**src/rtl/rv_pkg.sv**
```systemverilog
// Shared definitions for the RV32I pipelined core register file:
// default data width, the hardwired-zero register index and the sweep FSM encoding.
package rv_pkg;

    localparam int XLEN_DEF = 32;
    localparam int REG_ZERO = 0;

    typedef enum logic {
        ST_CLEAR = 1'b0,
        ST_READY = 1'b1
    } rf_state_e;

endpackage

```
**src/rtl/reg_scoreboard.sv**
```systemverilog
// Per-register pending bits for hazard detection: issue marks a destination
// outstanding, writeback retires it, and each read port gets a busy lookup.
module reg_scoreboard
    import rv_pkg::*;
#(
    parameter  int NREG     = 32,
    parameter  int BYPASS   = 1,
    parameter  int ZERO_REG = 1,
    localparam int AW       = $clog2(NREG)
) (
    input  logic          clk,
    input  logic          rst,
    input  logic          en,
    input  logic          wr_en,
    input  logic [AW-1:0] wr_addr,
    input  logic          issue_en,
    input  logic [AW-1:0] issue_addr,
    input  logic [AW-1:0] rs1_addr,
    input  logic [AW-1:0] rs2_addr,
    output logic          rs1_busy,
    output logic          rs2_busy
);

    logic [NREG-1:0] pending_q;
    logic [NREG-1:0] pending_d;

    // Set beats clear on the same entry: the newly issued producer is still outstanding.
    for (genvar gi = 0; gi < NREG; gi++) begin : g_pend
        localparam bit CAN_PEND = !((ZERO_REG != 0) && (gi == REG_ZERO));
        logic set_hit;
        logic clr_hit;
        assign set_hit = CAN_PEND && en && issue_en && (issue_addr == AW'(gi));
        assign clr_hit = en && wr_en && (wr_addr == AW'(gi));
        assign pending_d[gi] = set_hit ? 1'b1 : (clr_hit ? 1'b0 : pending_q[gi]);
    end

    always_ff @(posedge clk) begin
        if (rst) begin
            pending_q <= '0;
        end else begin
            pending_q <= pending_d;
        end
    end

    logic rs1_fwd;
    logic rs2_fwd;
    assign rs1_fwd  = (BYPASS != 0) && wr_en && (wr_addr == rs1_addr);
    assign rs2_fwd  = (BYPASS != 0) && wr_en && (wr_addr == rs2_addr);
    assign rs1_busy = en && pending_q[rs1_addr] && !rs1_fwd;
    assign rs2_busy = en && pending_q[rs2_addr] && !rs2_fwd;

endmodule

```
**src/rtl/pipe_reg_file.sv**
```systemverilog
// Register file for the pipelined core: async dual read, sync single write,
// optional write-to-read forwarding, and a one-entry-per-cycle clear sweep on reset.
module pipe_reg_file
    import rv_pkg::*;
#(
    parameter  int XLEN     = XLEN_DEF,
    parameter  int NREG     = 32,
    parameter  int BYPASS   = 1,
    parameter  int ZERO_REG = 1,
    localparam int AW       = $clog2(NREG)
) (
    input  logic            clk,
    input  logic            rst,
    output logic            init_done,
    input  logic [AW-1:0]   rs1_addr,
    input  logic [AW-1:0]   rs2_addr,
    output logic [XLEN-1:0] rs1_data,
    output logic [XLEN-1:0] rs2_data,
    output logic            rs1_busy,
    output logic            rs2_busy,
    input  logic            wr_en,
    input  logic [AW-1:0]   wr_addr,
    input  logic [XLEN-1:0] wr_data,
    input  logic            issue_en,
    input  logic [AW-1:0]   issue_addr
);

    rf_state_e       state_q, state_d;
    logic [AW-1:0]   clr_idx_q, clr_idx_d;
    logic            mem_we;
    logic [AW-1:0]   mem_waddr;
    logic [XLEN-1:0] mem_wdata;
    logic            ready;
    logic            wr_legal;

    // No parallel reset on the array so it can map onto RAM primitives.
    logic [XLEN-1:0] mem [NREG];

    assign ready     = (state_q == ST_READY);
    assign init_done = ready;
    assign wr_legal  = ready && wr_en &&
                       !((ZERO_REG != 0) && (wr_addr == AW'(REG_ZERO)));

    always_ff @(posedge clk) begin
        if (rst) begin
            state_q   <= ST_CLEAR;
            clr_idx_q <= '0;
        end else begin
            state_q   <= state_d;
            clr_idx_q <= clr_idx_d;
        end
    end

    always_comb begin
        state_d   = state_q;
        clr_idx_d = clr_idx_q;
        mem_we    = 1'b0;
        mem_waddr = wr_addr;
        mem_wdata = wr_data;
        case (state_q)
            ST_CLEAR: begin
                mem_we    = 1'b1;
                mem_waddr = clr_idx_q;
                mem_wdata = '0;
                clr_idx_d = clr_idx_q + 1'b1;
                if (clr_idx_q == AW'(NREG - 1)) begin
                    state_d = ST_READY;
                end
            end
            ST_READY: begin
                mem_we = wr_legal;
            end
            default: begin
                state_d = ST_CLEAR;
            end
        endcase
    end

    always_ff @(posedge clk) begin
        if (mem_we && !rst) begin
            mem[mem_waddr] <= mem_wdata;
        end
    end

    logic [AW-1:0]   rd_addr [2];
    logic [XLEN-1:0] rd_data [2];
    assign rd_addr[0] = rs1_addr;
    assign rd_addr[1] = rs2_addr;

    // Zero register first, then same-cycle forwarding, then the stored value.
    for (genvar gi = 0; gi < 2; gi++) begin : g_rd
        logic is_zero;
        logic fwd;
        assign is_zero = (ZERO_REG != 0) && (rd_addr[gi] == AW'(REG_ZERO));
        assign fwd     = (BYPASS != 0) && wr_legal && (wr_addr == rd_addr[gi]);
        assign rd_data[gi] = (!ready || is_zero) ? '0 :
                             (fwd ? wr_data : mem[rd_addr[gi]]);
    end

    assign rs1_data = rd_data[0];
    assign rs2_data = rd_data[1];

    reg_scoreboard #(
        .NREG     (NREG),
        .BYPASS   (BYPASS),
        .ZERO_REG (ZERO_REG)
    ) u_scoreboard (
        .clk        (clk),
        .rst        (rst),
        .en         (ready),
        .wr_en      (wr_en),
        .wr_addr    (wr_addr),
        .issue_en   (issue_en),
        .issue_addr (issue_addr),
        .rs1_addr   (rs1_addr),
        .rs2_addr   (rs2_addr),
        .rs1_busy   (rs1_busy),
        .rs2_busy   (rs2_busy)
    );

endmodule

```
**config.mk**
```make
export PLATFORM = sky130hd
export DESIGN_NAME = pipe_reg_file
export DESIGN_NICKNAME = d
export VERILOG_FILES = /design/src/rtl/rv_pkg.sv /design/src/rtl/reg_scoreboard.sv /design/src/rtl/pipe_reg_file.sv
export SDC_FILE = /design/constraint.sdc
export NUM_CORES = 1
export LEC_CHECK = 0
export BUFFER_PORTS_ARGS = -buffer_cell sky130_fd_sc_hd__buf_2
export CAP_MARGIN = 25
export CORE_UTILIZATION = 50
export DETAILED_ROUTE_END_ITERATION = 12
export PLACE_DENSITY = 0.69
export SLEW_MARGIN = 25
export SYNTH_ARGS = -nofsm -noshare
export SYNTH_HDL_FRONTEND = slang
export SYNTH_SLANG_ARGS = --single-unit
```
**constraint.sdc**
```tcl
create_clock -name clk -period 3.2 [get_ports clk]
set_clock_uncertainty 0.15 [all_clocks]
set_input_delay 0.16 -clock clk [delete_from_list [all_inputs] [get_ports clk]]
set_output_delay 0.16 -clock clk [all_outputs]
set_load 0.01 [all_outputs]
```
### After elaboration in Yosys (flattened, before gate mapping)

Memories as Yosys holds them, arrays and structs flattened.
Cells that the tools add are included.
Widths: inputs -> output; s select.

| storage, ports and cells | value |
|---|---|
| bits in writable memories | 1024 |
| word-level logic and storage cells | 295 |
| bits of input ports | 56 |
| register bits after elaboration | 37 |
| output and inout bits | 67 |
| memories kept | 1 |

Memories:

| memory | words | bits a word | read ports | clocked after Yosys merged registers in | write ports | line | source |
|---|---|---|---|---|---|---|---|
| mem | 32 | 32 | 2 | 0 | 1 | pipe_reg_file.sv:37 | `logic [XLEN-1:0] mem [NREG];` |

| cells by class | value |
|---|---|
| equal/unequal tests | 65 |
| multiplexer cells | 77 |
| magnitude comparators | 2 |
| reductions and logical operators | 115 |
| bitwise gates (word level) | 1 |
| add/sub/neg operators | 1 |

Operator list:

| operator | count |
|---|---|
| $eq 5x5->1 const B | 33 |
| $mux 32 | 5 |
| $eq 5x4->1 const B | 16 |
| $logic_and 1x1->1 | 74 |
| $mux 1 | 68 |
| $reduce_bool 2->1 | 31 |
| $eq 5x3->1 const B | 8 |
| $eq 5x2->1 const B | 4 |
| $logic_not 5->1 | 3 |
| $lt 5x6->1 const B | 2 |
| $bmux 1 s5 | 2 |
| $eq 5x1->1 const B | 2 |
| $eq 5x5->1 | 2 |
| $add 5x1->5 const B | 1 |
| $logic_not 1->1 | 5 |
| $mux 5 | 1 |
| $logic_or 1x1->1 | 2 |
| $pmux 1 s2 | 1 |
| $not 1->1 | 1 |

### Logic depth before layout (Yosys ltp)

| logic depth | value |
|---|---|
| depth after elaboration | 7 |
| mapped depth | 10 |
| mapped depth without buffers | 5 |

### Modules after synthesis

From an unflattened synthesis, not the netlist that was laid out.

| second synthesis, totals | value |
|---|---|
| cell total of the unflattened synthesis | 3071 |
| area total of the unflattened synthesis | 50870.0 um^2 |

Modules (own cells, without submodules):

| module | area an instance (um^2) | cells each | times used | seq. area each (um^2) |
|---|---|---|---|---|
| pipe_reg_file | 48896.9 | 2833 | 1 | 30869.6 |
| reg_scoreboard | 1973.1 | 238 | 1 | 620.6 |

### Worst setup path before layout

Ideal clock, no wire load.

| timing path | value |
|---|---|
| path kind | register -> register |
| from | reg state_q (netlist: init_done) |
| to | mem mem[16][0] (netlist name) (enable) |
| path buffers | 2 |
| data required time | 2629 ps |
| path slack | -280 ps |
| arrival | 2909 ps |
| clock period less this slack | 3480 ps |
| cell stages (with the launch flop) | 6 |
| library setup time | 421 ps |
| cells stage by stage | dfxtp_1 buf_1 buf_1 mux2i_1 nand2_1 nor2_1 |

| between the ends | value |
|---|---|
| cells in the longest elaborated chain, start to end | 6 |
| elaborated cells on any way between the ends | 8 |
| classes of those cells | 4 x mux; 1 x bitwise; 3 x reduce/logical |

Ends and longest elaborated chain:

| element | line | source |
|---|---|---|
| start: declaration | pipe_reg_file.sv:28 | `rf_state_e state_q, state_d;` |
| start signal: assignment | pipe_reg_file.sv:49 | `state_q <= state_d;` |
| $logic_and 1x1->1 (2 in a row) | pipe_reg_file.sv:41 | `assign wr_legal = ready && wr_en &&` |
| $pmux 1 s2 | pipe_reg_file.sv:60 | `case (state_q)` |
| $logic_and 1x1->1 | pipe_reg_file.sv:80 | `if (mem_we && !rst) begin` |
| $mux 1 | pipe_reg_file.sv:80 |  |
| $mux 1 (implied by the code) | pipe_reg_file.sv:81 | `mem[mem_waddr] <= mem_wdata;` |
| end: declaration | pipe_reg_file.sv:37 |  |

Parallel ways exist; a longest one is shown, timed or not.

### Final worst setup path

| timing path | value |
|---|---|
| from | reg state_q (netlist: init_done) |
| to | out rs2_data[1] |

| between the ends | value |
|---|---|
| cells in the longest elaborated chain, start to end | 5 |
| elaborated cells on any way between the ends | 7 |
| classes of those cells | 2 x mux; 5 x reduce/logical |

Ends and longest elaborated chain:

| element | line | source |
|---|---|---|
| $logic_and 1x1->1 (2 in a row) | pipe_reg_file.sv:41 |  |
| $logic_and 1x1->1 | pipe_reg_file.sv:95 | `assign fwd = (BYPASS != 0) && wr_legal && (wr_addr == rd_addr[gi]);` |
| $mux 32 | pipe_reg_file.sv:97 | `(fwd ? wr_data : mem[rd_addr[gi]]);` |
| $mux 32 * | pipe_reg_file.sv:96 | `assign rd_data[gi] = (!ready \|\| is_zero) ? '0 :` |
| end: declaration | pipe_reg_file.sv:18 | `output logic [XLEN-1:0] rs2_data,` |

Every way passes the cells marked *; elsewhere a longest branch is shown, timed or not.

==> key figures <==
CTS
  – Clock Latency Late Sink: between 0.6 and 0.7 ns
  – CTS root buffer: clkbuf_16
  – Clock buffer depth: 3
  – Clock-pin slew on the worst setup and hold paths: roughly 0.06 ns
  – CTS tree: built
  – Cts bufs inserted: 110
  – H-Tree Depth: 3
  – CTS sink count: between 1000 and 1500

Floorplanning
  – Die ar.: 102000 um2
  – Die height: roughly 320 um
  – Core Box Area: 100000 um2
  – Std-Cell Rows: roughly 120
  – IO Count: ~120
  – Die W: about 320 um
  – Starting density of the core: 0.505

Timing
  – Setup ws final: about 0.018 ns
  – Final-report hold violation count: 0
  – Actual slew at the worst max-slew pin: about 1.1 ns
  – Final setup violation count: 0
  – Slew headroom: 0.298
  – WHS: 0.0389 ns
  – Fmax: about 0.31 GHz
  – Fin. max-slew vios: 0
  – Final worst-path cycle share: 0.994
  – Fin crit period: between 3 and 4 ns

Outcome
  – Status: finished clean

Place
  – Dpl hpwl: approximately 100000 um
  – Port buffer count: roughly 120
  – Pre-CTS WS: around 0.14 ns
  – Placer Congestion: ~0.96

Global route
  – GRT Util Overall: 0.329
  – Largest net degree at the start of global routing: 75
  – Initial antenna violation count: 7
  – Vias in the first global route: between 30000 and 40000
  – First-pass GRT wire length: 238000 um
  – Gr ovfl total: 0

Critical path
  – Crit-path cells: buf_4 -> o31a_1 -> o21a_2 -> buf_4 -> a32o_1 -> buf_2
  – WP data required: 2.89 ns
  – Worst path max stage delay: ~0.5 ns
  – CP Max Fanout: 22
  – Top delay family on crit path: buffers and inverters
  – Most used cell, CP: buf_4
  – CP Capture Type: output pin
  – Buf/Inv on CP: 3
  – Worst path slowest cell: buf_4
  – WP data arrival: 2.87 ns
  – Type of element launching the critical path: register
  – Type of the worst setup path: reg -> out

Routing
  – WL/cell: 37.5 um
  – Router iterations before antenna repair: 5
  – Iter 0 DRT Violations: about 5100
  – DRC: 0
  – Vias/cell: around 7.4
  – ANT nets after route: 0
  – Vias post-DR: roughly 33000
  – WL final: between 150000 and 200000 um

Logic synthesis
  – Leading area contributor after synthesis: edfxtp_1
  – Async SR Flop Fraction: 0
  – Synth warn: 0
  – Yosys reg bits: around 1100
  – Commonest cells post-synth: edfxtp_1, mux4_2, mux2i_1
  – Largest cells by area after synthesis: edfxtp_1, mux4_2, mux2i_1, dfxtp_1, a221oi_1
  – Post-Syn Instances: ~2900
  – Count leader, synth: edfxtp_1
  – Post-synthesis sequential area ratio: 0.624
  – Post-Syn Nets: 2921
  – Post-synth EDFFs: 1024
  – Synth Flop Type: edfxtp_1
  – Post-synthesis average cell area: approximately 18 um2
  – Area share of the largest cell type after synthesis: 0.609
  – Netlist cell types: 53
  – Post-Syn Area: 50500 um2

Flow run
  – Max_cap viols: 0

Power
  – Cell Pwr Density: approximately 520 nW/um2
  – Total power: between 30 and 40 mW
  – Peak supply drop: around 0.0005 V
  – P_leak: ~19 nW

Final layout
  – # fillers: 7342
  – Multi-input logic area: between 15000 and 20000 um2
  – Area growth from synthesis to layout: 15.0%
  – Finished Core Util: 0.581
  – Nets: about 3100
  – Register area: ~31000 um2
  – Layout cell share with drive strength beyond 1: 0.307

Hold path
  – Min-Delay Path Class: in -> reg
[placed cells by master, fill, tap and decap left out, types with 6 or more instances in the layout]
| master | instances |
|---|---|
| a221oi_1 | 65 |
| mux4_2 | 400 |
| o221ai_1 | 31 |
| a21oi_1 | 109 |
| nor2b_1 | 46 |
| nand3_1 | 19 |
| buf_2 | 113 |
| edfxtp_1 | 1024 |
| nor2_1 | 15 |
| or3_1 | 7 |
| o21ai_0 | 39 |
| nor2_4 | 35 |
| dfxtp_1 | 36 |
| buf_4 | 139 |
| nand2_1 | 96 |
| mux2_2 | 26 |
| o22ai_1 | 34 |
| a211oi_1 | 59 |
| buf_12 | 69 |
| o21bai_1 | 32 |
| xnor2_1 | 9 |
| a221o_1 | 47 |
| nand2b_1 | 6 |
| bufinv_16 | 9 |
| clkbuf_1 | 28 |
| clkbuf_16 | 111 |
| a22oi_1 | 66 |
| a32o_1 | 31 |
| and2_1 | 28 |
| mux2i_1 | 303 |
| clkinv_1 | 13 |
| dlygate4sd3_1 | 27 |
| clkinv_2 | 27 |
[layout make-up]
cell class | count | share of cell area
Antenna cell | 3 | 0.000129
Clock buffer | 140 | 0.0499
Clock inverter | 59 | 0.00976
Inverter | 4 | 0.000259
Multi-Input combinational cell | 1556 | 0.312
Sequential cell | 1061 | 0.542
Tap cell | 1298 | 0.0280
Timing Repair Buffer | 354 | 0.0576
[registers in the layout, indices dropped and copies added, names as in the netlist]
name	cells
init_done	1
u_scoreboard.pending_q	31
clr_idx_q	5
mem	1024
[stage by stage]
stage / cell area, um2 / cells / TNS, ns
CTS: 58000 / 4472 / 0
detailed placement: 54300 / 4244 / 0
global route: 58000 / 4472 / -0.00584
finish: 58100 / 4475 / 0
global placement: 54300 / 4244 / 0
floorplan: 50500 / 2863 / -211.62
[metal layers]
metal,up-vias,track usage,part of all wire
met5,-,0,0.00035
met4,8,0.150,0.051
met3,487,0.0952,0.14
met2,2736,0.492,0.45
met1,17000,0.447,0.36
li1,12700,-,-
[logic make-up after synthesis]
logic type | Yosys count | share of synthesized area
mux | 729 | 0.244
xor+xnor | 12 | 0.00208
flops | 1061 | 0.624
compound gates | 536 | 0.0784
fa+ha+maj | 2 | 0.000496
buf+inv | 246 | 0.0239
simple gates | 277 | 0.0268
[worst paths after layout]
kind                            cells after the start  slack [ns]                                      end                                     from
worst max-delay path                                6        0.02                              rs2_data[1]                     init_done$_SDFF_PP0_
worst min-delay path                                3        0.04                    mem[22][19]$_DFFE_PP_                              wr_data[19]
worst max register to register                      8        0.14   u_scoreboard.pending_q[3]$_SDFFE_PP0P_                     init_done$_SDFF_PP0_
worst min register to register                      2        0.35  u_scoreboard.pending_q[26]$_SDFFE_PP0P_  u_scoreboard.pending_q[26]$_SDFFE_PP0P_
[report_power, final]
part | internal [mW] | total, mW | switching (mW)
Sequential | 15.1 | 15.1 | 0.0453
Clock | 7.11 | 12.5 | 5.42
Combinational | 0.993 | 2.37 | 1.37
[worst min-delay path, cell delays in order]
cell	delay (ns)
buf_2	0.14
and2_1	0.16
buf_4	0.22
[repair_timing]
| action | 4_1_cts | 5_1_grt |
|---|---|---|
| setup buffers | 2 | 0 |
| hold buffers | 27 | 0 |
| setup endpoints to repair | 13 | 7 |
| pin swaps | 1 | 0 |
| endpoints found under the hold margin | 88 | 0 |
| gates resized for setup | 0 | 8 |
(Power assumes the default switching activity.)
